`src/rtl/sha256_pkg.sv`:
```
// Shared constants and FSM state type for the SHA-256 message padder.
package sha256_pkg;

   localparam int unsigned BLOCK_WORDS = 16;
   localparam int unsigned LEN_HI_IDX  = 14;
   localparam logic [7:0]  PAD_MARK    = 8'h80;
   localparam int unsigned LEN_W       = 64;

   typedef enum logic [2:0] {
      DATA   = 3'd0,
      MARK   = 3'd1,
      ZFILL  = 3'd2,
      ZPAD   = 3'd3,
      LEN_HI = 3'd4,
      LEN_LO = 3'd5
   } pad_state_t;

endpackage

```
`src/rtl/sha256_byte_merge.sv`:
```
// Keeps the first k bytes of a big-endian half word, places the 0x80 marker in byte k
// and zeroes the rest; k=0 yields the bare marker word.
module sha256_byte_merge
   import sha256_pkg::*;
(
   input  logic [31:0] half,
   input  logic [1:0]  k,
   output logic [31:0] merged_c
);

   always_comb begin
      merged_c = '0;
      for (int b = 0; b < 4; b++) begin
         if (2'(b) < k) begin
            merged_c[31-8*b -: 8] = half[31-8*b -: 8];
         end else if (2'(b) == k) begin
            merged_c[31-8*b -: 8] = PAD_MARK;
         end
      end
   end

endmodule

```
`src/rtl/sha256_msg_padder.sv`:
```
// Byte-stream to FIPS 180-4 padded 32-bit word stream for the SHA-256 core:
// data, 0x80 marker, zero fill and the 64-bit bit length, 16 words per block.
module sha256_msg_padder
   import sha256_pkg::*;
#(
   parameter int unsigned IN_BYTES = 4,
   parameter int unsigned NB_W     = $clog2(IN_BYTES)
)(
   input  logic                  clk,
   input  logic                  rst,
   input  logic [8*IN_BYTES-1:0] in_data,
   input  logic                  in_valid,
   output logic                  in_ready,
   input  logic                  in_last,
   input  logic [NB_W-1:0]       in_numbyte,
   output logic [31:0]           out_word,
   output logic                  out_valid,
   input  logic                  out_ready,
   output logic                  out_first,
   output logic                  out_blk_end,
   output logic                  out_msg_end
);

   localparam int unsigned IN_W  = 8 * IN_BYTES;
   localparam int unsigned CNT_W = 61;
   localparam bit          WIDE  = (IN_BYTES == 8);

   pad_state_t         state, state_nx;
   logic [3:0]         wcnt;
   logic [CNT_W-1:0]   byte_cnt;
   logic               rdy_q;
   logic               lo_pend;
   logic [31:0]        lo_word;
   logic               lo_last;
   logic [2:0]         lo_vb;

   logic               load_ok, acc, hi_last;
   logic [3:0]         nbytes, acc_bytes;
   logic [31:0]        hi_half, sel_word, merged_c;
   logic               sel_last;
   logic [2:0]         sel_vb;
   logic [LEN_W-1:0]   msg_len;
   logic               emit, emit_end, push_lo, clr;
   logic [31:0]        emit_word;

   // Marker landing in word 13 or earlier leaves room for the length in this block;
   // later markers need a zero-filled extra block.
   function automatic pad_state_t pad_next(input logic [3:0] w);
      if (w == 4'(LEN_HI_IDX)) begin
         return LEN_HI;
      end else if (w == 4'(LEN_HI_IDX + 1)) begin
         return ZFILL;
      end else begin
         return ZPAD;
      end
   endfunction

   assign load_ok   = !out_valid || out_ready;
   assign in_ready  = rdy_q && (state == DATA) && !lo_pend && load_ok;
   assign acc       = in_valid && in_ready;
   assign nbytes    = (in_numbyte == '0) ? 4'(IN_BYTES) : 4'(in_numbyte);
   assign acc_bytes = in_last ? nbytes : 4'(IN_BYTES);
   assign hi_half   = in_data[IN_W-1 -: 32];
   assign hi_last   = in_last && (nbytes <= 4'd4);
   assign msg_len   = {byte_cnt, 3'b000};

   // Pending low half takes priority over a fresh input word
   assign sel_word  = lo_pend ? lo_word : hi_half;
   assign sel_last  = lo_pend ? lo_last : hi_last;
   assign sel_vb    = lo_pend ? lo_vb : (hi_last ? nbytes[2:0] : 3'd4);

   sha256_byte_merge u_merge (
      .half     (sel_word),
      .k        (sel_vb[1:0]),
      .merged_c (merged_c)
   );

   always_ff @(posedge clk or posedge rst) begin
      if (rst) begin
         state <= DATA;
      end else begin
         state <= state_nx;
      end
   end

   // Next state and the word to load into the output register
   always_comb begin
      state_nx  = state;
      emit      = 1'b0;
      emit_word = '0;
      emit_end  = 1'b0;
      push_lo   = 1'b0;
      clr       = 1'b0;
      if (load_ok) begin
         if (lo_pend || acc) begin
            emit      = 1'b1;
            emit_word = sel_word;
            if (sel_last) begin
               if (sel_vb == 3'd4) begin
                  state_nx = MARK;
               end else begin
                  emit_word = merged_c;
                  state_nx  = pad_next(wcnt + 4'd1);
               end
            end
            push_lo = WIDE && acc && !hi_last;
         end else begin
            case (state)
               MARK: begin
                  emit      = 1'b1;
                  emit_word = {PAD_MARK, 24'h0};
                  state_nx  = pad_next(wcnt + 4'd1);
               end
               ZFILL: begin
                  emit = 1'b1;
                  if (wcnt == 4'(BLOCK_WORDS - 1)) state_nx = ZPAD;
               end
               ZPAD: begin
                  emit = 1'b1;
                  if (wcnt == 4'(LEN_HI_IDX - 1)) state_nx = LEN_HI;
               end
               LEN_HI: begin
                  emit      = 1'b1;
                  emit_word = msg_len[LEN_W-1:32];
                  state_nx  = LEN_LO;
               end
               LEN_LO: begin
                  emit      = 1'b1;
                  emit_word = msg_len[31:0];
                  emit_end  = 1'b1;
                  clr       = 1'b1;
                  state_nx  = DATA;
               end
               default: ;
            endcase
         end
      end
   end

   // Output register, counters and the pending low half
   always_ff @(posedge clk or posedge rst) begin
      if (rst) begin
         rdy_q       <= 1'b0;
         out_word    <= '0;
         out_valid   <= 1'b0;
         out_first   <= 1'b0;
         out_blk_end <= 1'b0;
         out_msg_end <= 1'b0;
         wcnt        <= '0;
         byte_cnt    <= '0;
         lo_pend     <= 1'b0;
         lo_word     <= '0;
         lo_last     <= 1'b0;
         lo_vb       <= '0;
      end else begin
         rdy_q <= 1'b1;
         if (emit) begin
            out_word    <= emit_word;
            out_valid   <= 1'b1;
            out_first   <= (wcnt == 4'd0);
            out_blk_end <= (wcnt == 4'(BLOCK_WORDS - 1));
            out_msg_end <= emit_end;
            wcnt        <= clr ? 4'd0 : wcnt + 4'd1;
         end else if (out_ready) begin
            out_valid   <= 1'b0;
            out_first   <= 1'b0;
            out_blk_end <= 1'b0;
            out_msg_end <= 1'b0;
         end
         if (clr) begin
            byte_cnt <= '0;
         end else if (acc) begin
            byte_cnt <= byte_cnt + CNT_W'(acc_bytes);
         end
         if (push_lo) begin
            lo_pend <= 1'b1;
            lo_word <= in_data[31:0];
            lo_last <= in_last;
            lo_vb   <= in_last ? 3'(nbytes - 4'd4) : 3'd4;
         end else if (emit && lo_pend) begin
            lo_pend <= 1'b0;
         end
      end
   end

endmodule

```
`config.mk`:
```
export PLATFORM = sky130hd
export DESIGN_NAME = sha256_msg_padder
export DESIGN_NICKNAME = d
export VERILOG_FILES = /design/src/rtl/sha256_pkg.sv /design/src/rtl/sha256_byte_merge.sv /design/src/rtl/sha256_msg_padder.sv
export SDC_FILE = /design/constraint.sdc
export NUM_CORES = 1
export LEC_CHECK = 0
export BUFFER_PORTS_ARGS = -buffer_cell sky130_fd_sc_hd__buf_2
export CAP_MARGIN = 25
export CORE_MARGIN = 4
export CORE_UTILIZATION = 39
export DETAILED_ROUTE_END_ITERATION = 10
export GPL_ROUTABILITY_DRIVEN = 0
export PLACE_DENSITY = 0.62
export SLEW_MARGIN = 40
export SYNTH_ARGS = -nofsm -noshare
export SYNTH_HDL_FRONTEND = slang
export SYNTH_SLANG_ARGS = --single-unit
export TNS_END_PERCENT = 10
```
`constraint.sdc`:
```
create_clock -name clk -period 6.05 [get_ports clk]
set_input_delay 0.9075 -clock clk [delete_from_list [all_inputs] [get_ports clk]]
set_output_delay 0.9075 -clock clk [all_outputs]
set_load 0.01 [all_outputs]
```
==> qor.csv, run 1 <==
metric,value,unit
pre_cts_ws,2.166,ns
vias,4922,
ys_seq_elements,105,
syn_to_final_growth,14.26,%
whs,0.5118,ns
critPathRequiredTime,6.26,ns
path_clk_slew,0.07,ns
wire_per_inst,17.13,microns
ys_seq_area_frac,0.4543,
ys_warn_count,0,
globalRoute.totalOverflow,0,
grt_start_max_net_pins,58,
fill_cells,1462,
final_common_cell,dfrtp_1,
syn_nets,690,
insertion_delay,0.35,ns
synth_edf_count,0,
drt-vias-per-instance,5.580,
synth.avg_cell_area,9.022,sq um
skew,0.008570,ns
cts_resized,0,
drtAntennaViolNets,0,
outcome,"complete, no violations",
post_dp_cell_area,6290,sq um
worst_setup_path_start_kind,primary input,
nets,743,
async_flop_share,1.000,
cts-htree-levels,3,
clock.fmax,0.2824,GHz
setup_viol,0,
clockBufferDepth,2,
setup_ws,2.509,ns
grt_usage,0.1797,
clockRootBuffer,clkbuf_16,
slew_viol_final,0,
powerDensity,384.6,nW/um^2
multiInputGateArea,2967,sq um
drc_errors,0,
synthCells,641,
numCtsBuffers,9,
crit_path_end_kind,register,
maxCapViolCount,0,
die_area,16840,sq um
cts_tree,yes,
dp_hpwl,10740,microns
rsz0062_at_grt,no,
num_rows,44,
final_area,6608,sq um
io_pins,76,
die_h,129.8,microns
antenna_found_initial,0,
cts_setup_buffers,0,
crit_fanout,23,
grt_pass1_vias,4715,
worst_pin_slew,0.8460,ns
slew_headroom,0.4360,
clock-sinks,105,
ir_worst_vdd,163.5,uV
drtIter0Drc,509,
post-route-period-util,0.5853,
critPathKind,in -> reg,
area.sequential,2628,sq um
synthFlopType,dfrtp_1,
fin_tns_setup,0,ns
hold_viol,0,
die_w,129.8,microns
hold_buffers,0,
power.leakage,2.866,nW
grt_pass1_wl,24250,microns
layout_common_cells,"105 x dfrtp_1, 95 x nor2_1, 75 x buf_2",
hold_class,reg -> reg,
num_antenna_cells,0,
io_buffers,75,
drive_gt1_frac,0.1605,
crit_arrival,3.75,ns
core_area,14530,sq um
netlist_area,5783,sq um
wl,15110,microns
firstDrtPassIters,5,
synth.distinct_cells,49,
finalCriticalPeriod,3.541,ns
start_util,0.3979,
[final cells by class]
cell class	instances	area share
clock buffers	10	0.03465
clock inverters	5	0.008521
inverters	15	0.008900
multi-input cells	481	0.4490
flip-flops and latches	105	0.3977
well taps	184	0.03484
repair buffers	82	0.06646
[through the flow]
step | utilization | power, mW | instances
after CTS | 0.4524 | 2.538 | 880
after global routing | 0.4546 | 2.724 | 882
after floorplan | - | 1.655 | 641
after detailed placement | 0.4328 | 1.959 | 865
after global placement | 0.4327 | 1.923 | 865
final | 0.4546 | 2.541 | 882
[where the power goes]
group | total [mW] | leakage (nW) | internal (mW) | switching, mW
registers | 1.01 | 1.39 | 0.861 | 0.144
logic | 0.960 | 1.34 | 0.359 | 0.601
clock network | 0.576 | 0.139 | 0.319 | 0.257
[sequential cells by signal, summed over array words and instances (netlist names)]
signal / flops
out_valid: 1
byte_cnt: 61
state: 3
out_word: 32
rdy_q: 1
out_first: 1
out_msg_end: 1
out_blk_end: 1
wcnt: 4
[kinds of logic after synthesis]
group | count (synthesis) | share of synthesized area
buf+inv | 55 | 0.03916
flops | 105 | 0.4543
xor+xnor | 50 | 0.07572
fa+ha+maj | 10 | 0.02293
other cells | 1 | 0.0006484
mux | 8 | 0.01406
simple gates | 266 | 0.2315
compound gates | 146 | 0.1616
[Yosys cell counts, types with 2 or more instances]
cell type / number / area, sq um
dfrtp_1: 105 / 2628
nor2_1: 97 / 364.1
a21oi_1: 52 / 260.3
xnor2_1: 37 / 324.1
nand2_1: 36 / 135.1
o21ai_0: 28 / 140.1
a22oi_1: 25 / 187.7
nand3_1: 25 / 125.1
a22o_1: 24 / 210.2
clkbuf_1: 22 / 82.58
nand4_1: 21 / 131.4
nor3_1: 21 / 105.1
inv_1: 15 / 56.30
xor2_1: 13 / 113.9
and3_1: 11 / 68.82
buf_2: 10 / 50.05
and4_1: 9 / 78.83
ha_1: 9 / 112.6
and2_1: 7 / 43.79
buf_1: 7 / 26.28
mux2i_1: 7 / 70.07
nor4_1: 7 / 43.79
or3_1: 7 / 43.79
nand2b_1: 5 / 31.28
a32oi_1: 4 / 35.03
nor2b_1: 4 / 25.02
nor3b_1: 4 / 30.03
o31ai_1: 4 / 30.03
nor2_2: 3 / 18.77
nand4_2: 2 / 25.02
o211ai_1: 2 / 15.01
[worst max-delay path, stage by stage]
cell and delay, ns:
buf_2 0.13, o21ai_0 0.56, ha_1 0.29, a21oi_1 0.08
nor2_1 0.32, nand4_2 0.55, or4b_1 0.71, xor2_1 0.16
nor2_1 0.05
[metal layers]
layer,part of all wire,routed length (microns),track usage,vias to the layer above
li1,-,-,-,2387
met1,0.46,6894,0.2531,2396
met2,0.48,7203,0.2933,123
met3,0.052,790,0.02251,16
met4,0.014,219,0.05073,0
met5,0,0,0,-
[path summary, 6_finish.rpt]
path / cells past startpoint / endpoint / slack [ns] / start
worst min register to register: 1 / out_word[23]$_DFFE_PP0P_ / 0.51 / out_word[23]$_DFFE_PP0P_
worst max register to register: 6 / byte_cnt[46]$_DFFE_PP0P_ / 2.71 / state[0]$_DFFE_PP0P_
worst min-delay path: 1 / out_word[23]$_DFFE_PP0P_ / 0.51 / out_word[23]$_DFFE_PP0P_
worst max-delay path: 9 / byte_cnt[46]$_DFFE_PP0P_ / 2.51 / in_numbyte[0]
min in group asynchronous: 2 / byte_cnt[23]$_DFFE_PP0P_ / 0.66 / rst
max in group asynchronous: 3 / byte_cnt[25]$_DFFE_PP0P_ / 4.24 / rst
Power figures use the tool's default switching activity.
==> run 2, diff against run 1 <==
- PLACE_DENSITY: 0.62 -> 0.64
- clock period: 6.05 -> 2.9 ns (I/O delays scaled with it)
==> run 2 against run 1 <==
  * Hold slack worse by 0.41 ns
  * Clock-buffer cell count grew 2
  * Cell area increased by 2.8%
  * Clock skew down 0.0024 ns
  * Combinational power up 120%
  * Flip-flop and latch count did not move
  * Setup slack got worse by 2.1 ns
  * Clock power grew 110%
  * Critical path type is now reg -> reg
  * Largest cell class unchanged
==> qor.csv, run 2 (synthesis gave the netlist of run 1 again) <==
metric,value,unit,change
start_util,0.3979,,unchanged
layout_common_cells,"105 x dfrtp_1, 95 x nor2_1, 75 x buf_2",,
powerDensity,796.8,nW/um^2,+110%
grt_pass1_vias,4885,,+3.6%
io_pins,76,,unchanged
grt_usage,0.1883,,+0.008610
r2r-start,state[2]$_DFFE_PP0P_,,
clockRootBuffer,clkbuf_16,,
rsz0062_at_grt,no,,
maxCapViolCount,0,,unchanged
dp.cells,882,,+2.0%
finalCriticalPeriod,2.513,ns,
slew_headroom,0.5576,,+0.1216
crit_end,byte_cnt[46]$_DFFE_PP0P_,,
outcome,"complete, no violations",,
hold_viol,0,,unchanged
wl,15500,microns,+2.6%
num_rows,44,,unchanged
wire_per_inst,17.26,microns,+0.76%
p_total,5.411,mW,+110%
fin_tns_setup,0,ns,unchanged
globalRoute.totalOverflow,0,,unchanged
core_area,14530,sq um,unchanged
nets,759,,+2.2%
crit_fanout,13,,-43%
insertion_delay,0.34,ns,about the same
firstDrtPassIters,5,,unchanged
critPathRequiredTime,3.13,ns,-3.13 ns
num_antenna_cells,0,,unchanged
drtIter0Drc,581,,+14%
area.sequential,2628,sq um,unchanged
cts_tree,yes,,
drive_gt1_frac,0.1779,,+0.01741
hold_class,in -> async,,
crit_arrival,2.74,ns,-1.01 ns
io_buffers,75,,unchanged
antenna_found_initial,0,,unchanged
critPathKind,reg -> reg,,
cts_setup_buffers,0,,unchanged
clock.fmax,0.3979,GHz,
critPathLaunch,state[2]$_DFFE_PP0P_,,
power.leakage,2.964,nW,+3.4%
ir_worst_vdd,700.2,uV,+330%
drt-vias-per-instance,5.640,,+1.1%
slew_viol_final,0,,unchanged
grt_start_max_net_pins,79,,+36%
die_area,16840,sq um,unchanged
final_common_cell,dfrtp_1,,
cts-htree-levels,3,,unchanged
drc_errors,0,,unchanged
hold_buffers,0,,unchanged
post-route-period-util,0.8667,,
r2r_end,byte_cnt[46]$_DFFE_PP0P_,,
whs,0.09981,ns,-0.4120 ns
die_h,129.8,microns,unchanged
worst_setup_path_start_kind,register,,
drtAntennaViolNets,0,,unchanged
vias,5065,,+2.9%
fill_cells,1399,,-4.3%
clock-sinks,105,,unchanged
clockBufferDepth,2,,unchanged
r2r_slack,0.39,ns,-2.32 ns
final_cells,898,,+1.8%
setup_viol,0,,unchanged
worst_pin_slew,0.6636,ns,-0.1823 ns
utilization,0.4673,,+0.01266
grt_pass1_wl,25280,microns,+4.3%
cts_resized,0,,unchanged
top_register,byte_cnt,,
reg_top3,"byte_cnt: 61 flops, out_word: 32 flops, wcnt: 4 flops",,
numCtsBuffers,9,,unchanged
largest_register_ff_count,61,,unchanged
syn_to_final_growth,17.44,%,
dp_hpwl,11200,microns,+4.3%
path_clk_slew,0.07,ns,about the same
crit_path_end_kind,register,,
die_w,129.8,microns,unchanged
multiInputGateArea,2959,sq um,-0.25%
skew,0.006135,ns,-0.002435 ns
ff2ff_path_depth,6,,unchanged
## run 2: worst min-delay path by stage
stage	end	slack (ns)	cells after the start
finish	out_word[24]$_DFFE_PP0P_	0.1	2
detailed placement	out_word[23]$_DFFE_PP0P_	0.49	1
floorplan	byte_cnt[49]$_DFFE_PP0P_	0.46	1
global route	out_word[24]$_DFFE_PP0P_	0.13	2
global placement	out_word[23]$_DFFE_PP0P_	0.49	1
CTS	out_word[24]$_DFFE_PP0P_	0.24	2
## run 2: power by group
part	total, mW	leakage (nW)	switching [mW]	internal [mW]
registers	2.06	1.39	0.262	1.80
clock network	1.23	0.148	0.524	0.710
logic	2.12	1.42	1.31	0.807
total	5.41	2.96	2.10	3.31
## run 2: area by class of cell
| cell class | count | area share |
|---|---|---|
| Clock buffer | 12 | 0.03777 |
| Multi-Input combinational cell | 481 | 0.4357 |
| Timing Repair Buffer | 98 | 0.09101 |
| Tap cell | 184 | 0.03390 |
| Clock inverter | 3 | 0.005895 |
| Sequential cell | 105 | 0.3869 |
| Inverter | 15 | 0.008843 |
## run 2: metal layers
layer,track usage,up-vias,part of all wire
met5,0,-,0
met4,0.06601,0,0.018
met3,0.03316,27,0.050
met2,0.2972,135,0.47
met1,0.2623,2485,0.46
li1,-,2418,-
## run 2: worst max-delay path, cell delays in order (launching register included)
cell	delay, ns
dfrtp_1	0.50
nor4b_4	0.36
and3_2	0.41
nand4_2	0.31
or4b_1	0.60
xor2_1	0.15
nor2_1	0.05
## run 2: metrics by stage
step	area, sq um	worst slack (ns)
4_1_cts	6764	0.4112
3_3_place_gp	6467	0.2577
6_report	6792	0.3867
3_5_place_dp	6467	0.2256
5_1_grt	6792	0.2776
2_1_floorplan	5787	0.5121
